$ cat config.mk
export PLATFORM = sky130hd
export DESIGN_NAME = spi_master_ctrl
export DESIGN_NICKNAME = d
export VERILOG_FILES = /design/src/rtl/spi_master_ctrl.sv
export SDC_FILE = /design/constraint.sdc
export NUM_CORES = 1
export LEC_CHECK = 0
export ABC_CLOCK_PERIOD_IN_PS = 1800
export CORE_MARGIN = 5
export CORE_UTILIZATION = 52
export DETAILED_ROUTE_END_ITERATION = 7
export PLACE_DENSITY = 0.78
export SYNTH_ARGS = -nofsm -noshare
export SYNTH_HDL_FRONTEND = slang
export SYNTH_SLANG_ARGS = --single-unit
$ cat constraint.sdc
create_clock -name clk -period 1.8 [get_ports clk]
set_input_delay 0.36 -clock clk [delete_from_list [all_inputs] [get_ports clk]]
set_output_delay 0.36 -clock clk [all_outputs]
set_load 0.01 [all_outputs]
$ cat src/rtl/spi_master_ctrl.sv
// SPI master controller: one word per transfer, run-time CPOL/CPHA,
// programmable sclk divider and chip-select setup/hold, all outputs registered.
module spi_master_ctrl #(
   parameter int unsigned DATA_WIDTH    = 8,
   parameter int unsigned SCLK_HALF_DIV = 2,
   parameter int unsigned CS_SETUP      = 1,
   parameter int unsigned CS_HOLD       = 1
) (
   input  logic                  clk,
   input  logic                  rst,
   input  logic                  cpol,
   input  logic                  cpha,
   input  logic [DATA_WIDTH-1:0] tx_data,
   input  logic                  tx_valid,
   output logic                  tx_ready,
   output logic [DATA_WIDTH-1:0] rx_data,
   output logic                  rx_valid,
   output logic                  busy,
   output logic                  sclk,
   output logic                  cs_n,
   output logic                  mosi,
   input  logic                  miso
);

   typedef enum logic [1:0] {IDLE, SETUP, SHIFT, HOLD} state_t;

   localparam logic [3:0] SETUP_LAST = 4'(CS_SETUP - 1);
   localparam logic [3:0] HOLD_LAST  = 4'(CS_HOLD - 1);
   localparam logic [7:0] DIV_LAST   = 8'(SCLK_HALF_DIV - 1);
   localparam logic [6:0] TOG_TOTAL  = 7'(2 * DATA_WIDTH);

   state_t                state, state_nx;
   logic [3:0]            phase_cnt, phase_cnt_nx;
   logic [7:0]            div_cnt, div_cnt_nx;
   logic [6:0]            tog_cnt, tog_cnt_nx;
   logic [DATA_WIDTH-1:0] tx_sh, tx_sh_nx;
   logic [DATA_WIDTH-1:0] rx_sh, rx_sh_nx;
   logic [DATA_WIDTH-1:0] rx_data_nx;
   logic                  cpha_q, cpha_q_nx;
   logic                  sclk_nx, cs_n_nx, mosi_nx, rx_valid_nx;
   logic                  tgl, leading, last_tgl;

   // State, datapath and output registers; reset forces an idle bus.
   always_ff @(posedge clk) begin
      if (rst) begin
         state     <= IDLE;
         phase_cnt <= '0;
         div_cnt   <= '0;
         tog_cnt   <= '0;
         tx_sh     <= '0;
         rx_sh     <= '0;
         cpha_q    <= 1'b0;
         sclk      <= 1'b0;
         cs_n      <= 1'b1;
         mosi      <= 1'b0;
         tx_ready  <= 1'b1;
         busy      <= 1'b0;
         rx_valid  <= 1'b0;
         rx_data   <= '0;
      end else begin
         state     <= state_nx;
         phase_cnt <= phase_cnt_nx;
         div_cnt   <= div_cnt_nx;
         tog_cnt   <= tog_cnt_nx;
         tx_sh     <= tx_sh_nx;
         rx_sh     <= rx_sh_nx;
         cpha_q    <= cpha_q_nx;
         sclk      <= sclk_nx;
         cs_n      <= cs_n_nx;
         mosi      <= mosi_nx;
         tx_ready  <= (state_nx == IDLE);
         busy      <= (state_nx != IDLE);
         rx_valid  <= rx_valid_nx;
         rx_data   <= rx_data_nx;
      end
   end

   // Next-state and next-output logic. sclk toggles are computed one cycle
   // ahead so toggle k is visible at cycle CS_SETUP + k*SCLK_HALF_DIV; with a
   // divider of 1 the first toggle is therefore launched from the last SETUP cycle.
   always_comb begin
      state_nx     = state;
      phase_cnt_nx = phase_cnt;
      div_cnt_nx   = div_cnt;
      tog_cnt_nx   = tog_cnt;
      tx_sh_nx     = tx_sh;
      rx_sh_nx     = rx_sh;
      cpha_q_nx    = cpha_q;
      sclk_nx      = sclk;
      cs_n_nx      = cs_n;
      mosi_nx      = mosi;
      rx_valid_nx  = 1'b0;
      rx_data_nx   = rx_data;
      tgl          = 1'b0;
      leading      = ~tog_cnt[0];
      last_tgl     = (tog_cnt == TOG_TOTAL - 7'd1);

      unique case (state)
         IDLE: begin
            sclk_nx = cpol;
            mosi_nx = 1'b0;
            cs_n_nx = 1'b1;
            if (tx_valid && tx_ready) begin
               state_nx     = SETUP;
               phase_cnt_nx = '0;
               div_cnt_nx   = '0;
               tog_cnt_nx   = '0;
               rx_sh_nx     = '0;
               cpha_q_nx    = cpha;
               cs_n_nx      = 1'b0;
               if (cpha) begin
                  tx_sh_nx = tx_data;
                  mosi_nx  = 1'b0;
               end else begin
                  tx_sh_nx = tx_data << 1;
                  mosi_nx  = tx_data[DATA_WIDTH-1];
               end
            end
         end
         SETUP: begin
            if (phase_cnt == SETUP_LAST) begin
               state_nx     = SHIFT;
               phase_cnt_nx = '0;
               tgl          = (div_cnt == DIV_LAST);
               div_cnt_nx   = tgl ? '0 : div_cnt + 8'd1;
            end else begin
               phase_cnt_nx = phase_cnt + 4'd1;
            end
         end
         SHIFT: begin
            if (tog_cnt == TOG_TOTAL) begin
               state_nx     = HOLD;
               phase_cnt_nx = '0;
               div_cnt_nx   = '0;
            end else begin
               tgl        = (div_cnt == DIV_LAST);
               div_cnt_nx = tgl ? '0 : div_cnt + 8'd1;
            end
         end
         HOLD: begin
            if (phase_cnt == HOLD_LAST) begin
               state_nx     = IDLE;
               phase_cnt_nx = '0;
               tog_cnt_nx   = '0;
               cs_n_nx      = 1'b1;
               sclk_nx      = cpol;
               mosi_nx      = 1'b0;
               rx_valid_nx  = 1'b1;
               rx_data_nx   = rx_sh;
            end else begin
               phase_cnt_nx = phase_cnt + 4'd1;
            end
         end
         default: state_nx = IDLE;
      endcase

      if (tgl) begin
         sclk_nx    = ~sclk;
         tog_cnt_nx = tog_cnt + 7'd1;
         if (leading == ~cpha_q)
            rx_sh_nx = {rx_sh[DATA_WIDTH-2:0], miso};
         if (cpha_q ? leading : (!leading && !last_tgl)) begin
            mosi_nx  = tx_sh[DATA_WIDTH-1];
            tx_sh_nx = tx_sh << 1;
         end
      end
   end

endmodule

==> flow_summary.toml, run 1 <==
[status]
status = "finished, violations left"
violations = "setup timing"

[yosys]
synthXorXnorAreaFrac_pct = 0
synth_edf_count = 0
netlist_instances = 335
synth_fp_nets = 360
synth_compound_area_share_pct = 20.6
synth_warnings = 0
syn_area_per_cell_um2 = 8.69
synthSimpleGateAreaFrac_pct = 24.9
synth_area_um2 = 2910
synth-async-reset-ratio_pct = 0
ys_seq_area_share_pct = 35.8
synth_top_family_by_area = "simple AND/OR/NAND/NOR gates"
ys_ff_latch = 52
synth_fa_ha_area_share_pct = 4.73
synthMuxAreaShare_pct = 9.11
synth_cell_types = 56
synth-main-ff-cell = "dfxtp_1"

[routing]
via_per_inst = 5.86
top_layer = "met4"
wl_mm = 7.43
routed-wl-met3_um = 401
drt_first_iter_violations = 154
drtPass1Iterations = 5
met1_length_mm = 3.13
antenna_left = 0
drt-wirelength-per-cell_um = 15.2
wl_met2_mm = 3.72
drc = 0
num_vias = 2872

[clock_tree]
clk_pin_slew_ns = 0.10
root_buffer = "clkbuf_8"
worstSkewPairLatency_ns = 0.31
htree_levels = 2
holdBufCountCts = 0
cts.sinks = 52
ctsLongestPathBuffers = 2
cts_made_buffers = 5
cts_tree = "yes"

[global_routing]
grt_overflow = 0
grt_max_degree = 18
grt_use_total_pct = 20.5
antenna_found_initial = 0
first_global_vias = 2716
grt_pass1_wl_mm = 12.3

[hold_path]
hold_path.class = "flop to flop"

[power_and_ir_drop]
power.density_nw_per_um2 = 855
p_clk_share_pct = 20.4
intPower_mw = 2.15
ir_drop_mv = 0.477
p_seq_share_pct = 40.0
switching_share_pct = 34.9
power_frac_comb_pct = 39.6
p_leak_nw = 1.45
power_mw = 3.31
p_switching_mw = 1.15

[setup_path]
worstPathRequired_ns = 2.00
worst_path_max_delay_cell = "dfxtp_2"
cp_cell_sequence = "inv_2, ha_4, nor4b_4, nand3_2, nor4b_2, buf_4, mux2_4"
critical-path-top-delay-family = "simple AND/OR/NAND/NOR gates"
cpPeakStageDelay_ns = 0.34
worstSetupStartpointType = "flop"
critPathArrivalTime_ns = 2.02
crit_fanout = 7
endpoint_kind = "flop"
crit_buf_inv = 2
path_class = "flop to flop"

[flow_run]
cap_violations = 0

[cells_and_area]
multi_input_area_um2 = 1800
synthToLayoutAreaGrowth_pct = 32.9
fin_util_pct = 70.7
fillCellCount = 424
diodes = 0
regArea_um2 = 1050
final_nets = 442
layout-drive-gt1-share_pct = 27.8
final_area_um2 = 3870

[floorplan]
fp.coreArea_um2 = 5470
die_x_um = 84.8
die_area_um2 = 7200
rows = 27
die_height_um = 84.8
initial_core_util_pct = 53.2
io_pins = 28

[timing]
post-route-period-util_pct = 101
slew_violations = 0
hold_viol_final = 0
fmax_mhz = 550
clock_skew_ns = 0.00612
slew_headroom_pct = 73.9
worstMarginPinSlew_ns = 0.388
rsz0062_at_grt = "yes"
fin_ws_ns = -0.0174
period_needed_ns = 1.82
setup_violations = 4

[placed_design]
place_congestion = 0.917
dp_hpwl_mm = 5.41
port-buffer-count = 27
placed_area_um2 = 3650
what timing repair did:
action                     4_1_cts  5_1_grt
pin swaps                        4        6
setup buffers                    2        5
setup endpoints to repair       17       30
gates cloned                     0        0
resized for setup                7       14
cell families after synthesis:
family          after synthesis
simple gates                134
flops                        52
mux                          24
fa+ha+maj                    11
compound gates               83
buf+inv                      31
cell usage after synthesis (all sizes together) (2+ instances only):
library cell | instances | share of area (%)
or2 | 5 | 1.1
and4bb | 2 | 0.86
nor2 | 12 | 1.5
buf | 7 | 1.8
mux2 | 5 | 2.6
clkbuf | 12 | 1.5
nand4b | 2 | 0.60
o21ai | 10 | 1.7
o211ai | 12 | 3.1
nor4b | 2 | 1.3
o21a | 3 | 0.77
nor2b | 8 | 1.7
o311ai | 2 | 0.86
nor3b | 2 | 0.69
nand4 | 9 | 1.9
ha | 11 | 4.7
nand4bb | 2 | 0.77
nand2b | 2 | 0.43
a211oi | 3 | 1.2
mux2i | 19 | 6.5
nand3 | 19 | 3.6
a221oi | 2 | 1.2
a211o | 5 | 1.5
or3 | 3 | 0.64
inv | 11 | 1.4
a21oi | 25 | 4.3
and3 | 5 | 1.1
nand2 | 51 | 6.6
o31ai | 3 | 0.77
o2111ai | 3 | 0.90
a32oi | 2 | 0.60
nor3 | 7 | 1.2
o22ai | 2 | 0.43
dfxtp | 52 | 36
a21boi | 2 | 0.52
path summary, 6_finish.rpt:
path,start,endpoint,slack (ns),cells past startpoint
hold reg to reg,rx_sh[1],rx_data[1],0.46,2
setup / recovery,div_cnt[1],rx_sh[2],-0.02,7
setup reg to reg,div_cnt[1],rx_sh[2],-0.02,7
hold / removal,rx_sh[1],rx_data[1],0.46,2
worst reg2reg max path, delay by kind of cell, from the launching register on:
family	cells	cell delay, ns
adders and majority gates	1	0.11
and+or+nand+nor	3	0.67
buffers and inverters	2	0.28
muxes	1	0.31
DFF	1	0.34
power groups by stage:
stage          clock (mW)  sequential, mW  combinational [mW]
5_1_grt             0.737            1.34                1.41
3_3_place_gp            0            1.34                1.16
2_1_floorplan           0            1.35               0.640
4_1_cts             0.690            1.32                1.21
6_report            0.674            1.32                1.31
3_5_place_dp            0            1.35                1.19
metrics by stage:
step | worst slack, ns | hold slack (ns) | setup TNS [ns] | std cells
final | -0.0174 | 0.455 | -0.0500 | 490
after global routing | -0.0751 | 0.491 | -0.829 | 490
after CTS | 0.00275 | 0.462 | 0 | 485
after detailed placement | -0.180 | 0.447 | -1.34 | 475
after global placement | -0.113 | 0.436 | -0.761 | 475
after floorplan | 0.00238 | 0.427 | 0 | 335
registers in the layout, summed over array words and instances, names as in the netlist:
name,flops
busy,1
cpha_q,1
cs_n,1
div_cnt,8
mosi,1
phase_cnt,4
rx_data,8
rx_sh,8
rx_valid,1
sclk,1
state,2
tog_cnt,7
tx_ready,1
tx_sh,8
layer usage:
layer | up-vias | track usage [%]
met5 | - | 0
met4 | 0 | 7.48
met3 | 20 | 3.50
met2 | 98 | 35.3
met1 | 1369 | 25.8
li1 | 1385 | -
layout by cell type, fill, tap and decap left out, types with 4 or more instances in the layout:
master	Yosys	layout
o211ai_1	12	12
buf_4	0	64
a21oi_1	25	25
nor3_1	7	7
mux2_4	5	5
or2_2	5	5
inv_1	11	8
o21ai_0	9	9
a211o_1	5	4
clkdlybuf4s50_1	0	27
nand4_1	9	9
nor2b_1	8	8
mux2i_1	19	19
nand3_1	17	16
clkbuf_8	0	5
nor2_1	12	12
nand2_1	51	51
ha_1	11	5
and3_1	5	5
dfxtp_2	0	6
dfxtp_1	52	46
ha_2	0	4
layout make-up:
type,instances,share of cell area [%]
multi-input combinational,252,46.6
sequential,52,27.1
timing repair buffer,94,20.5
tap,72,2.33
clock buffer,6,1.88
inverter,12,1.16
clock inverter,2,0.420
Power figures use the tool's default switching activity.
==> run 2, diff against run 1 <==
--- a/config.mk
+++ b/config.mk
@@ -7,9 +7,10 @@
 export LEC_CHECK = 0
 export ABC_CLOCK_PERIOD_IN_PS = 1800
 export CORE_MARGIN = 5
-export CORE_UTILIZATION = 52
+export CORE_UTILIZATION = 50
 export DETAILED_ROUTE_END_ITERATION = 7
-export PLACE_DENSITY = 0.78
+export PLACE_DENSITY = 0.76
+export SETUP_SLACK_MARGIN = 0.05
 export SYNTH_ARGS = -nofsm -noshare
 export SYNTH_HDL_FRONTEND = slang
 export SYNTH_SLANG_ARGS = --single-unit
==> flow_summary.toml, run 2 (same netlist as run 1, synthesis figures left out) <==
[floorplan]
rows = 27
fp.coreArea_um2 = 5570
die_x_um = 86.3
die_height_um = 86.3
io_pins = 28
initial_core_util_pct = 52.2
die_area_um2 = 7450

[global_routing]
grt_use_total_pct = 20.5
first_global_vias = 2715
grt_max_degree = 20
grt_overflow = 0
antenna_found_initial = 0
grt_pass1_wl_mm = 12.4

[status]
violations = "setup timing"
status = "finished, violations left"

[flow_run]
cap_violations = 0

[clock_tree]
ctsLongestPathBuffers = 2
cts_tree = "yes"
root_buffer = "clkbuf_8"
clk_pin_slew_ns = 0.10
cts.sinks = 52
holdBufCountCts = 0
cts_made_buffers = 5
worstSkewPairLatency_ns = 0.31
htree_levels = 2

[setup_path]
crit_fanout = 5
worst_path_max_delay_cell = "or3b_4"
path_class = "flop to flop"
worstSetupStartpointType = "flop"
endpoint_kind = "flop"
cp_cell_sequence = "inv_2, ha_4, or3b_4, a211oi_4, buf_4, nand4b_1, a21oi_1"
critPathArrivalTime_ns = 2.06
worstPathRequired_ns = 2.03
cpPeakStageDelay_ns = 0.43

[cells_and_area]
final_area_um2 = 3960
final_cell_mix = "buf_4, nand2_1, dfxtp_1, clkdlybuf4s50_1, a21oi_1"
final_nets = 441
multi_input_area_um2 = 1900
fillCellCount = 434
layout-drive-gt1-share_pct = 31.4
final_common_cell = "buf_4"
synthToLayoutAreaGrowth_pct = 36.1
regArea_um2 = 1050
diodes = 0

[power_and_ir_drop]
power_mw = 3.40
ir_drop_mv = 0.476
p_leak_nw = 1.45
power.density_nw_per_um2 = 859

[timing]
fmax_mhz = 546
hold_viol_final = 0
slew_headroom_pct = 71.1
clock_skew_ns = 0.00462
period_needed_ns = 1.83
rsz0062_at_grt = "yes"
slew_violations = 0
post-route-period-util_pct = 102
worstMarginPinSlew_ns = 0.429
fin_ws_ns = -0.0307
setup_violations = 4

[routing]
wl_mm = 7.79
drc = 0
drt-wirelength-per-cell_um = 15.9
num_vias = 2823
antenna_left = 0
via_per_inst = 5.77
drt_first_iter_violations = 163
drtPass1Iterations = 5

[placed_design]
dp_hpwl_mm = 5.38
place_congestion = 0.910
placed_area_um2 = 3600
port-buffer-count = 27

[hold_path]
hold_path.class = "flop to flop"
==> run 2: final cells by class <==
type	count	area share [%]
flip-flops and latches	52	26.6
well taps	72	2.27
inverters	12	1.14
multi-input cells	252	47.9
repair buffers	93	19.9
clock inverters	2	0.410
clock buffers	6	1.83
==> run 2: stage by stage <==
step                      utilization [%]  setup WS [ns]  cells  hold slack, ns  setup TNS (ns)
after global placement               64.6       -0.00907    465           0.438         -0.0110
final                                71.1        -0.0307    489           0.457         -0.0392
after CTS                            67.5        -0.0158    479           0.458         -0.0198
after global routing                 71.1         -0.114    489           0.484           -1.19
after floorplan                         -         0.0399    335           0.427               0
after detailed placement             64.6        -0.0616    465           0.444          -0.215
==> run 2: worst max-delay path: cells and delay by family (launching register included) <==
kind            cells  cell delay (ns)
buf+inv             2             0.25
compound gates      2             0.51
simple gates        2             0.52
fa+ha+maj           1             0.14
flops               1             0.33
==> run 2: metal layers <==
| metal | GRT usage [%] | share of wire (%) |
|---|---|---|
| met4 | 7.08 | 2.0 |
| met2 | 35.0 | 49 |
| met5 | 0 | 0 |
| met3 | 3.71 | 5.6 |
| met1 | 25.9 | 43 |
==> run 2: worst paths after layout <==
path | slack (ns) | end | cells after the start | from
max | -0.03 | div_cnt[0] | 7 | phase_cnt[0]
min reg2reg | 0.46 | rx_data[3] | 2 | rx_sh[3]
min | 0.46 | rx_data[3] | 2 | rx_sh[3]
max reg2reg | -0.03 | div_cnt[0] | 7 | phase_cnt[0]
==> run 2: what timing repair did <==
item	4_1_cts	5_1_grt
gates cloned	0	1
gates resized for setup	7	30
endpoints found under the setup margin	25	33
hold endpoints to repair	0	0
buffers inserted	6	9
pin swaps	5	21
==> run 2: power breakdown <==
group | switching [mW] | internal [mW] | total, mW | leakage (nW)
Sequential | 0.0704 | 1.26 | 1.33 | 0.426
Combinational | 0.728 | 0.672 | 1.40 | 0.979
Clock | 0.398 | 0.278 | 0.676 | 0.0414
